--- src/rtl/hazard_pkg.sv ---
// Shared widths and forwarding-select encoding for the decode hazard unit.
// Holds types and constants only; it contains no logic, latency or backpressure.
package hazard_pkg;

    localparam int AW    = 5;
    localparam int DW    = 128;
    localparam int LAT_W = 4;

    typedef enum logic [2:0] {
        SEL_RF,
        SEL_EX,
        SEL_MEM_ALU,
        SEL_MEM_LD,
        SEL_WB
    } fwdSel_e;

endpackage

--- src/rtl/fwd_src_sel.sv ---
// Per-operand forwarding mux, priority EX > MEM > WB > register file; x0 is always read from RF.
// Purely combinational: zero latency and no backpressure of its own.
module fwd_src_sel
    import hazard_pkg::*;
#(
    parameter int AW = hazard_pkg::AW,
    parameter int DW = hazard_pkg::DW
) (
    input  logic [AW-1:0] rsAddr,
    input  logic [DW-1:0] rfData,
    input  logic [AW-1:0] exRdAddr,
    input  logic          exRdWen,
    input  logic [DW-1:0] exData,
    input  logic [AW-1:0] memRdAddr,
    input  logic          memRdWen,
    input  logic          memLdEn,
    input  logic [DW-1:0] memAluData,
    input  logic [DW-1:0] memLdData,
    input  logic [AW-1:0] wbRdAddr,
    input  logic          wbRdWen,
    input  logic [DW-1:0] wbData,
    output logic [DW-1:0] rsData
);

    fwdSel_e sel;

    always_comb begin
        sel = SEL_RF;
        if (rsAddr == '0) begin
            sel = SEL_RF;
        end else if (exRdWen && (exRdAddr == rsAddr)) begin
            sel = SEL_EX;
        end else if (memRdWen && (memRdAddr == rsAddr)) begin
            sel = memLdEn ? SEL_MEM_LD : SEL_MEM_ALU;
        end else if (wbRdWen && (wbRdAddr == rsAddr)) begin
            sel = SEL_WB;
        end
    end

    always_comb begin
        rsData = rfData;
        case (sel)
            SEL_EX:      rsData = exData;
            SEL_MEM_ALU: rsData = memAluData;
            SEL_MEM_LD:  rsData = memLdData;
            SEL_WB:      rsData = wbData;
            default:     rsData = rfData;
        endcase
    end

endmodule

--- src/rtl/hazard_scoreboard.sv ---
// Decode hazard unit: operand forwarding plus a per-register latency scoreboard that raises stall_req.
// Outputs are combinational in the same cycle; ext_stall freezes the scoreboard. SB_WAW_CHECK_EN adds WAW stalls.
module hazard_scoreboard
    import hazard_pkg::*;
#(
    parameter int NUM_SRC = 3,
    parameter int AW      = hazard_pkg::AW,
    parameter int DW      = hazard_pkg::DW,
    parameter int LAT_W   = hazard_pkg::LAT_W
) (
    input  logic                   clk,
    input  logic                   rst_n,
    input  logic                   dec_valid,
    input  logic [NUM_SRC*AW-1:0]  dec_rs_addr,
    input  logic [NUM_SRC-1:0]     dec_rs_en,
    input  logic [AW-1:0]          dec_rd_addr,
    input  logic                   dec_rd_wen,
    input  logic [LAT_W-1:0]       dec_lat,
    input  logic                   ext_stall,
    input  logic [NUM_SRC*DW-1:0]  rf_rs_data,
    input  logic [AW-1:0]          ex_rd_addr,
    input  logic                   ex_rd_wen,
    input  logic [DW-1:0]          ex_data,
    input  logic [AW-1:0]          mem_rd_addr,
    input  logic                   mem_rd_wen,
    input  logic                   mem_ld_en,
    input  logic [DW-1:0]          mem_alu_data,
    input  logic [DW-1:0]          mem_ld_data,
    input  logic [AW-1:0]          wb_rd_addr,
    input  logic                   wb_rd_wen,
    input  logic [DW-1:0]          wb_data,
    output logic                   stall_req,
    output logic [NUM_SRC*DW-1:0]  rs_data,
    output logic [(2**AW)-1:0]     busy_vec
);

    localparam int NREG = 2 ** AW;

    logic [LAT_W-1:0] cnt [NREG];
    logic             rawHit;
    logic             wawHit;
    logic             issue;
    logic             loadEn;

    always_comb begin
        rawHit = 1'b0;
        for (int i = 0; i < NUM_SRC; i++) begin
            if (dec_rs_en[i] && (dec_rs_addr[i*AW +: AW] != '0)
                && (cnt[dec_rs_addr[i*AW +: AW]] != '0)) begin
                rawHit = 1'b1;
            end
        end
    end

`ifdef SB_WAW_CHECK_EN
    assign wawHit = dec_rd_wen && (dec_rd_addr != '0) && (cnt[dec_rd_addr] != '0);
    // A zero-latency writer finds its counter already clear, so it need not load.
    assign loadEn = issue && dec_rd_wen && (dec_lat != '0);
`else
    assign wawHit = 1'b0;
    assign loadEn = issue && dec_rd_wen;
`endif

    assign stall_req = dec_valid && (rawHit || wawHit);
    assign issue     = dec_valid && !stall_req && !ext_stall;

    // cnt[0] is only ever written by reset, so it stays zero.
    always_ff @(posedge clk or negedge rst_n) begin
        if (!rst_n) begin
            for (int r = 0; r < NREG; r++) begin
                cnt[r] <= '0;
            end
        end else if (!ext_stall) begin
            for (int r = 1; r < NREG; r++) begin
                if (loadEn && (dec_rd_addr == AW'(r))) begin
                    cnt[r] <= dec_lat;
                end else if (cnt[r] != '0) begin
                    cnt[r] <= cnt[r] - 1'b1;
                end
            end
        end
    end

    always_comb begin
        busy_vec = '0;
        for (int r = 0; r < NREG; r++) begin
            busy_vec[r] = (cnt[r] != '0);
        end
    end

    for (genvar i = 0; i < NUM_SRC; i++) begin : gSrc
        fwd_src_sel #(
            .AW (AW),
            .DW (DW)
        ) uFwd (
            .rsAddr     (dec_rs_addr[i*AW +: AW]),
            .rfData     (rf_rs_data[i*DW +: DW]),
            .exRdAddr   (ex_rd_addr),
            .exRdWen    (ex_rd_wen),
            .exData     (ex_data),
            .memRdAddr  (mem_rd_addr),
            .memRdWen   (mem_rd_wen),
            .memLdEn    (mem_ld_en),
            .memAluData (mem_alu_data),
            .memLdData  (mem_ld_data),
            .wbRdAddr   (wb_rd_addr),
            .wbRdWen    (wb_rd_wen),
            .wbData     (wb_data),
            .rsData     (rs_data[i*DW +: DW])
        );
    end

endmodule

--- config.mk ---
export PLATFORM = sky130hd
export DESIGN_NAME = hazard_scoreboard
export DESIGN_NICKNAME = d
export VERILOG_FILES = /design/src/rtl/hazard_pkg.sv /design/src/rtl/fwd_src_sel.sv /design/src/rtl/hazard_scoreboard.sv
export SDC_FILE = /design/constraint.sdc
export NUM_CORES = 1
export LEC_CHECK = 0
export ABC_AREA = 1
export CAP_MARGIN = 20
export CELL_PAD_IN_SITES_DETAIL_PLACEMENT = 1
export CELL_PAD_IN_SITES_GLOBAL_PLACEMENT = 2
export CORE_AREA = 3 3 535 537
export DETAILED_ROUTE_END_ITERATION = 8
export DIE_AREA = 0 0 538 540
export GPL_ROUTABILITY_DRIVEN = 0
export PLACE_DENSITY_LB_ADDON = 0.12
export SLEW_MARGIN = 20
export SYNTH_ARGS = -nofsm -noshare
export SYNTH_HDL_FRONTEND = slang
export SYNTH_SLANG_ARGS = --single-unit
--- constraint.sdc ---
create_clock -name clk -period 4.2 [get_ports clk]
set_clock_uncertainty 0.1 [all_clocks]
set_input_delay 1.05 -clock clk [delete_from_list [all_inputs] [get_ports clk]]
set_output_delay 1.05 -clock clk [all_outputs]
set_load 0.05 [all_outputs]
==> impl_metrics.json, run 1 <==
{
  "setup_slack_ns": -0.549,
  "die_h_um": 540,
  "ys_types": 40,
  "cts_buffer_depth": 2,
  "syn_to_final_growth_pct": 143,
  "hp-class": "register to register",
  "drive_gt1_share_pct": 29.5,
  "finalCritPeriodShare_pct": 113,
  "drt_iter0_drc": 3490,
  "vias": 46602,
  "cp-end-kind": "output port",
  "postPlaceCellArea_um2": 53600,
  "yosysSeqAreaShare_pct": 11.7,
  "routedWlPerCell_um": 35.0,
  "ir_drop_v": 0.000306,
  "grt_first_pass_wirelength_um": 492000,
  "post-route-min-period_ns": 4.75,
  "min_to": "cnt[8]",
  "antenna_found_initial": 228,
  "cts.sinks": 124,
  "yosysWarnings": 4,
  "core_um2": 282000,
  "slew_headroom_pct": 24.7,
  "drc": 0,
  "startpoint": "dec_rs_addr[1]",
  "synth.avg_cell_area_um2": 4.92,
  "clock.fmax_ghz": 0.211,
  "rsz0062_at_grt": "yes",
  "largest_register": "cnt",
  "cts_max_level": 4,
  "start_util_pct": 9.38,
  "critPathMaxFanout": 5,
  "reg2regPathDepth": 15,
  "slew_violations": 0,
  "die_area_um2": 291000,
  "final_cell_mix": "nand2_1, clkdlybuf4s50_1, inv_1, nand3_1, buf_12",
  "ys_ff_latch": 124,
  "firstDrtPassIters": 5,
  "cts_buffers": 17,
  "worstPathArrival_ns": 3.60,
  "synth_area_um2": 26400,
  "status": "finished, violations left",
  "maxCapViolations": 0,
  "overflow": 0,
  "r2r-end": "cnt[29]",
  "clockRootBuffer": "clkbuf_16",
  "stdcell_area_um2": 64400,
  "reg2reg_slack_ns": 0.86,
  "leakage_nw": 30.9,
  "routed_via_density": 4.16,
  "place.detailed.hpwl_um": 313000,
  "hold_depth": 2,
  "tritoncts": "yes",
  "worst_setup_path_start_kind": "primary input",
  "clk_latency_ns": 0.50,
  "clk_pin_slew_worst_paths_ns": 0.06,
  "rows": 195,
  "synth_fp_nets": 6386,
  "die_x_um": 538,
  "fin_setup_tns_ns": -149.28,
  "syn_inst": 5377,
  "r2r_start": "cnt[78]",
  "finalHoldViolations": 0,
  "mostFrequentLayoutCell": "nand2_1",
  "grt_pass1_vias": 46928,
  "largest_registers": "cnt (124)",
  "wirelength_um": 391000,
  "grt_use_total_pct": 25.5,
  "fin_nets": 8365,
  "hold_buffers": 0,
  "finalSetupViolations": 385,
  "grt_max_degree": 56,
  "crit_type": "primary input to output port",
  "tightest_slew_ns": 1.13,
  "failed_checks": "setup timing",
  "critical_path_required_ns": 3.05,
  "ios": 1364,
  "min_from": "cnt[8]",
  "largest_reg_flops": 124,
  "power_density_nw_per_um2": 265,
  "postRouteAntennaNets": 0,
  "io_buffers": 1362
}
## logic make-up (layout without fill, tap and decap cells)
family | count (synthesis) | count (layout) | share of synthesized area [%]
compound gates | 502 | 502 | 11.3
xor+xnor | 47 | 47 | 1.56
fa+ha+maj | 62 | 62 | 2.93
buf+inv | 1029 | 3021 | 15.5
flops | 124 | 124 | 11.7
other cells | 1 | 89 | 0.0142
simple gates | 3612 | 3612 | 57.0
## synth_stat cells (all sizes together)
cell type	n	share of area [%]
xnor2	5	0.17
nor2	378	5.5
and2	2	0.047
dfrtp	124	12
nand3b	2	0.057
o2111ai	4	0.13
nand2	2349	34
ha	62	2.9
a22o	1	0.033
xor2	42	1.4
nor3	17	0.32
o211ai	1	0.028
a21oi	54	1.8
o31ai	20	0.57
conb	1	0.014
o22ai	144	3.4
a221oi	2	0.066
and3	1	0.024
nor4	7	0.28
nand4	138	3.3
a31oi	1	0.024
o21ai	275	5.2
nand3	718	14
inv	711	10
clkbuf	177	2.5
buf	141	2.9
## where the power goes
| part | internal (mW) | switching, mW |
|---|---|---|
| combinational | 5.13 | 7.83 |
| clock | 1.01 | 0.725 |
| sequential | 1.78 | 0.618 |
| total | 7.92 | 9.17 |
## per-stage QoR
| step | power [mW] | hold slack [ns] | cells | setup WS [ns] | util, % |
|---|---|---|---|---|---|
| 5_1_grt | 18.4 | 0.417 | 11164 | -0.644 | 22.8 |
| 6_report | 17.1 | 0.384 | 11200 | -0.549 | 22.8 |
| 4_1_cts | 17.2 | 0.390 | 11044 | -0.729 | 21.8 |
| 3_3_place_gp | 14.7 | 0.367 | 10768 | -2.52 | 19.0 |
| 3_5_place_dp | 14.8 | 0.373 | 10771 | -1.91 | 19.0 |
| 2_1_floorplan | 8.35 | 0.349 | 5377 | -0.452 | - |
## worst max-delay path by stage
stage	to	slack, ns	cells past startpoint
after floorplan	rs_data[10]	-0.45	11
after global placement	rs_data[56]	-2.52	12
after detailed placement	rs_data[77]	-1.91	12
after CTS	rs_data[154]	-0.73	17
after global routing	rs_data[45]	-0.64	20
final	rs_data[79]	-0.55	19
## layout make-up
class / instances / area (um2)
Timing Repair inverter: 1 / 8.76
Multi-Input combinational cell: 4224 / 23200
Clock buffer: 19 / 443
Tap cell: 3743 / 4680
Antenna cell: 88 / 220
Fill cell: 33734 / 218000
Sequential cell: 124 / 3100
Timing Repair Buffer: 2277 / 29800
Clock inverter: 13 / 189
Inverter: 711 / 2760
## critical path, cell delays in order
cell	delay, ns
buf_12	0.12
clkinvlp_4	0.16
o22ai_2	0.11
a21oi_2	0.18
buf_4	0.15
nand3_4	0.08
o21ai_4	0.15
nand2_2	0.10
buf_12	0.14
nand2_8	0.12
buf_16	0.19
buf_12	0.12
buf_16	0.11
buf_4	0.12
o22ai_2	0.06
nor2_1	0.14
o21ai_2	0.15
buf_12	0.17
buf_12	0.14
## per-layer routing
metal | track usage [%] | up-vias | part of all wire [%]
li1 | - | 21073 | -
met1 | 31.8 | 23129 | 42
met2 | 42.2 | 1750 | 46
met3 | 5.82 | 546 | 6.7
met4 | 9.83 | 104 | 4.7
met5 | 0 | - | 0.18
## what timing repair did
| item | in CTS | in global routing |
|---|---|---|
| gates resized for setup | 1170 | 541 |
| endpoints found under the setup margin | 385 | 385 |
| pin swaps | 225 | 129 |
| gates cloned | 59 | 20 |
| buffers inserted | 218 | 82 |
Power figures use the tool's default switching activity.
==> run 2: changes to the inputs <==
Settings changed: CORE_AREA 3 3 535 537 to 3 3 534 536, DIE_AREA 0 0 538 540 to 0 0 537 539, DONT_BUFFER_PORTS set to 1.
==> run 2 against run 1 <==
The run still ends with setup timing left. Register-to-register slack got worse by 0.09 ns. Sequential share of layout area increased by 0.73 points. Via count decreased by 9.4%. Setup slack improved by 0.16 ns. Non-clock buffer count decreased by 1053. Critical endpoint is now rs_data[34].
==> impl_metrics.json, run 2 (synthesis results as in run 1) <==
{
  "grt_pass1_vias": 41758,
  "slew_headroom_pct": 37.0,
  "cts.sinks": 124,
  "tightest_slew_ns": 0.937,
  "drive_gt1_share_pct": 38.6,
  "postRouteAntennaNets": 0,
  "met2_length_um": 178000,
  "core_um2": 281000,
  "postPlaceCellArea_um2": 43500,
  "worst_setup_path_start_kind": "primary input",
  "largest_reg_flops": 124,
  "stdcell_area_um2": 56000,
  "clock.fmax_ghz": 0.218,
  "ir_drop_v": 0.000356,
  "clockRootBuffer": "clkbuf_16",
  "cts_buffers": 17,
  "slew_violations": 0,
  "cp-end-kind": "output port",
  "worstPathArrival_ns": 3.44,
  "die_h_um": 539,
  "failed_checks": "setup timing",
  "power_density_nw_per_um2": 277,
  "overflow": 0,
  "cts_max_level": 4,
  "hold_ws_ns": 0.135,
  "reg2reg_slack_ns": 0.77,
  "vias": 42219,
  "fin_nets": 7312,
  "firstDrtPassIters": 6,
  "tritoncts": "yes",
  "crit_type": "primary input to output port",
  "hp-class": "primary input to async pin",
  "largest_register": "cnt",
  "finalSetupViolations": 384,
  "clk_pin_slew_worst_paths_ns": 0.07,
  "finalPower_mw": 15.5,
  "io_buffers": 0,
  "grt_use_total_pct": 23.9,
  "largest_registers": "cnt (124)",
  "rsz0062_at_grt": "yes",
  "seq_area_um2": 3100,
  "r2r_start": "cnt[14]",
  "grt_first_pass_wirelength_um": 456000,
  "top_layer": "met5",
  "r2r-end": "cnt[31]",
  "wl_met1_um": 149000,
  "syn_to_final_growth_pct": 112,
  "finalHoldViolations": 0,
  "leakage_nw": 27.4,
  "cts_buffer_depth": 2,
  "setup_slack_ns": -0.391,
  "status": "finished, violations left",
  "place.detailed.hpwl_um": 300000,
  "wirelength_um": 374000,
  "clk_latency_ns": 0.51,
  "reg2regPathDepth": 20,
  "mostFrequentLayoutCell": "nand2_1",
  "rows": 195,
  "maxCapViolations": 0,
  "final_cell_mix": "nand2_1, inv_1, nand3_1, buf_12, buf_4",
  "start_util_pct": 9.40,
  "fill_cells": 33697,
  "layoutNonFillerInstCount": 10116,
  "finalCritPeriodShare_pct": 109,
  "grt_max_degree": 125,
  "critical_path_required_ns": 3.05,
  "ios": 1364,
  "fin_setup_tns_ns": -94.89,
  "routedWlPerCell_um": 37.0,
  "multiInputGateArea_um2": 25400,
  "routed_via_density": 4.17,
  "critPathMaxFanout": 8,
  "die_x_um": 537,
  "dr_wl_met3_um": 33200,
  "die_area_um2": 289000,
  "dpl.cell_count": 9751,
  "post-route-min-period_ns": 4.59,
  "drc": 0,
  "antenna_found_initial": 84,
  "hold_buffers": 0,
  "drt_iter0_drc": 2998
}
## run 2: what timing repair did
action	4_1_cts	5_1_grt
setup buffers	115	166
cloned	32	34
endpoints found under the setup margin	384	385
resized for setup	689	1373
pin swaps	129	476
## run 2: layout make-up
type,count,area share [%]
antenna,58,0.259
clock buffer,23,0.908
clock inverter,8,0.188
inverter,711,5.03
multi-input combinational,4224,45.5
sequential,124,5.54
tap,3743,8.37
timing repair buffer,1224,34.2
timing repair inverter,1,0.0537
## run 2: worst max path at each step
stage                   end            from  cells after the start  slack [ns]
2_1_floorplan   rs_data[10]  dec_rs_addr[4]                     11       -0.45
3_3_place_gp    rs_data[93]  dec_rs_addr[3]                     16       -1.34
3_5_place_dp    rs_data[93]  dec_rs_addr[3]                     16       -1.28
4_1_cts        rs_data[282]  mem_rd_addr[0]                     19       -0.45
5_1_grt         rs_data[34]  mem_rd_addr[3]                     20       -0.47
6_report        rs_data[34]  dec_rs_addr[3]                     19       -0.39
## run 2: critical path, cell delays in order
cell	delay, ns
nand2_2	0.05
a221oi_4	0.27
buf_6	0.15
buf_6	0.08
nand4_1	0.10
buf_6	0.17
nor2_4	0.10
buf_6	0.12
inv_4	0.04
nor2_4	0.13
buf_12	0.20
buf_16	0.17
buf_12	0.14
nand2_4	0.05
nand2_4	0.05
nor2_4	0.05
o21ai_4	0.13
buf_12	0.18
buf_12	0.13
## run 2: report_power, final
group / total [mW] / switching [mW] / internal (mW) / leakage [nW]
clock network: 1.69 / 0.726 / 0.966 / 0.295
logic: 11.4 / 7.32 / 4.10 / 25.5
registers: 2.39 / 0.614 / 1.78 / 1.54
## run 2: stage by stage
step | setup slack, ns | util (%)
floorplan | -0.452 | -
detailed placement | -1.28 | 15.5
CTS | -0.446 | 17.4
finish | -0.391 | 19.9
global route | -0.474 | 19.9
global placement | -1.34 | 15.5
## run 2: metal layers
layer / up-vias / global-route usage (%)
li1: 18938 / -
met1: 21368 / 27.7
met2: 1534 / 40.4
met3: 355 / 8.65
met4: 24 / 7.77
met5: - / 0
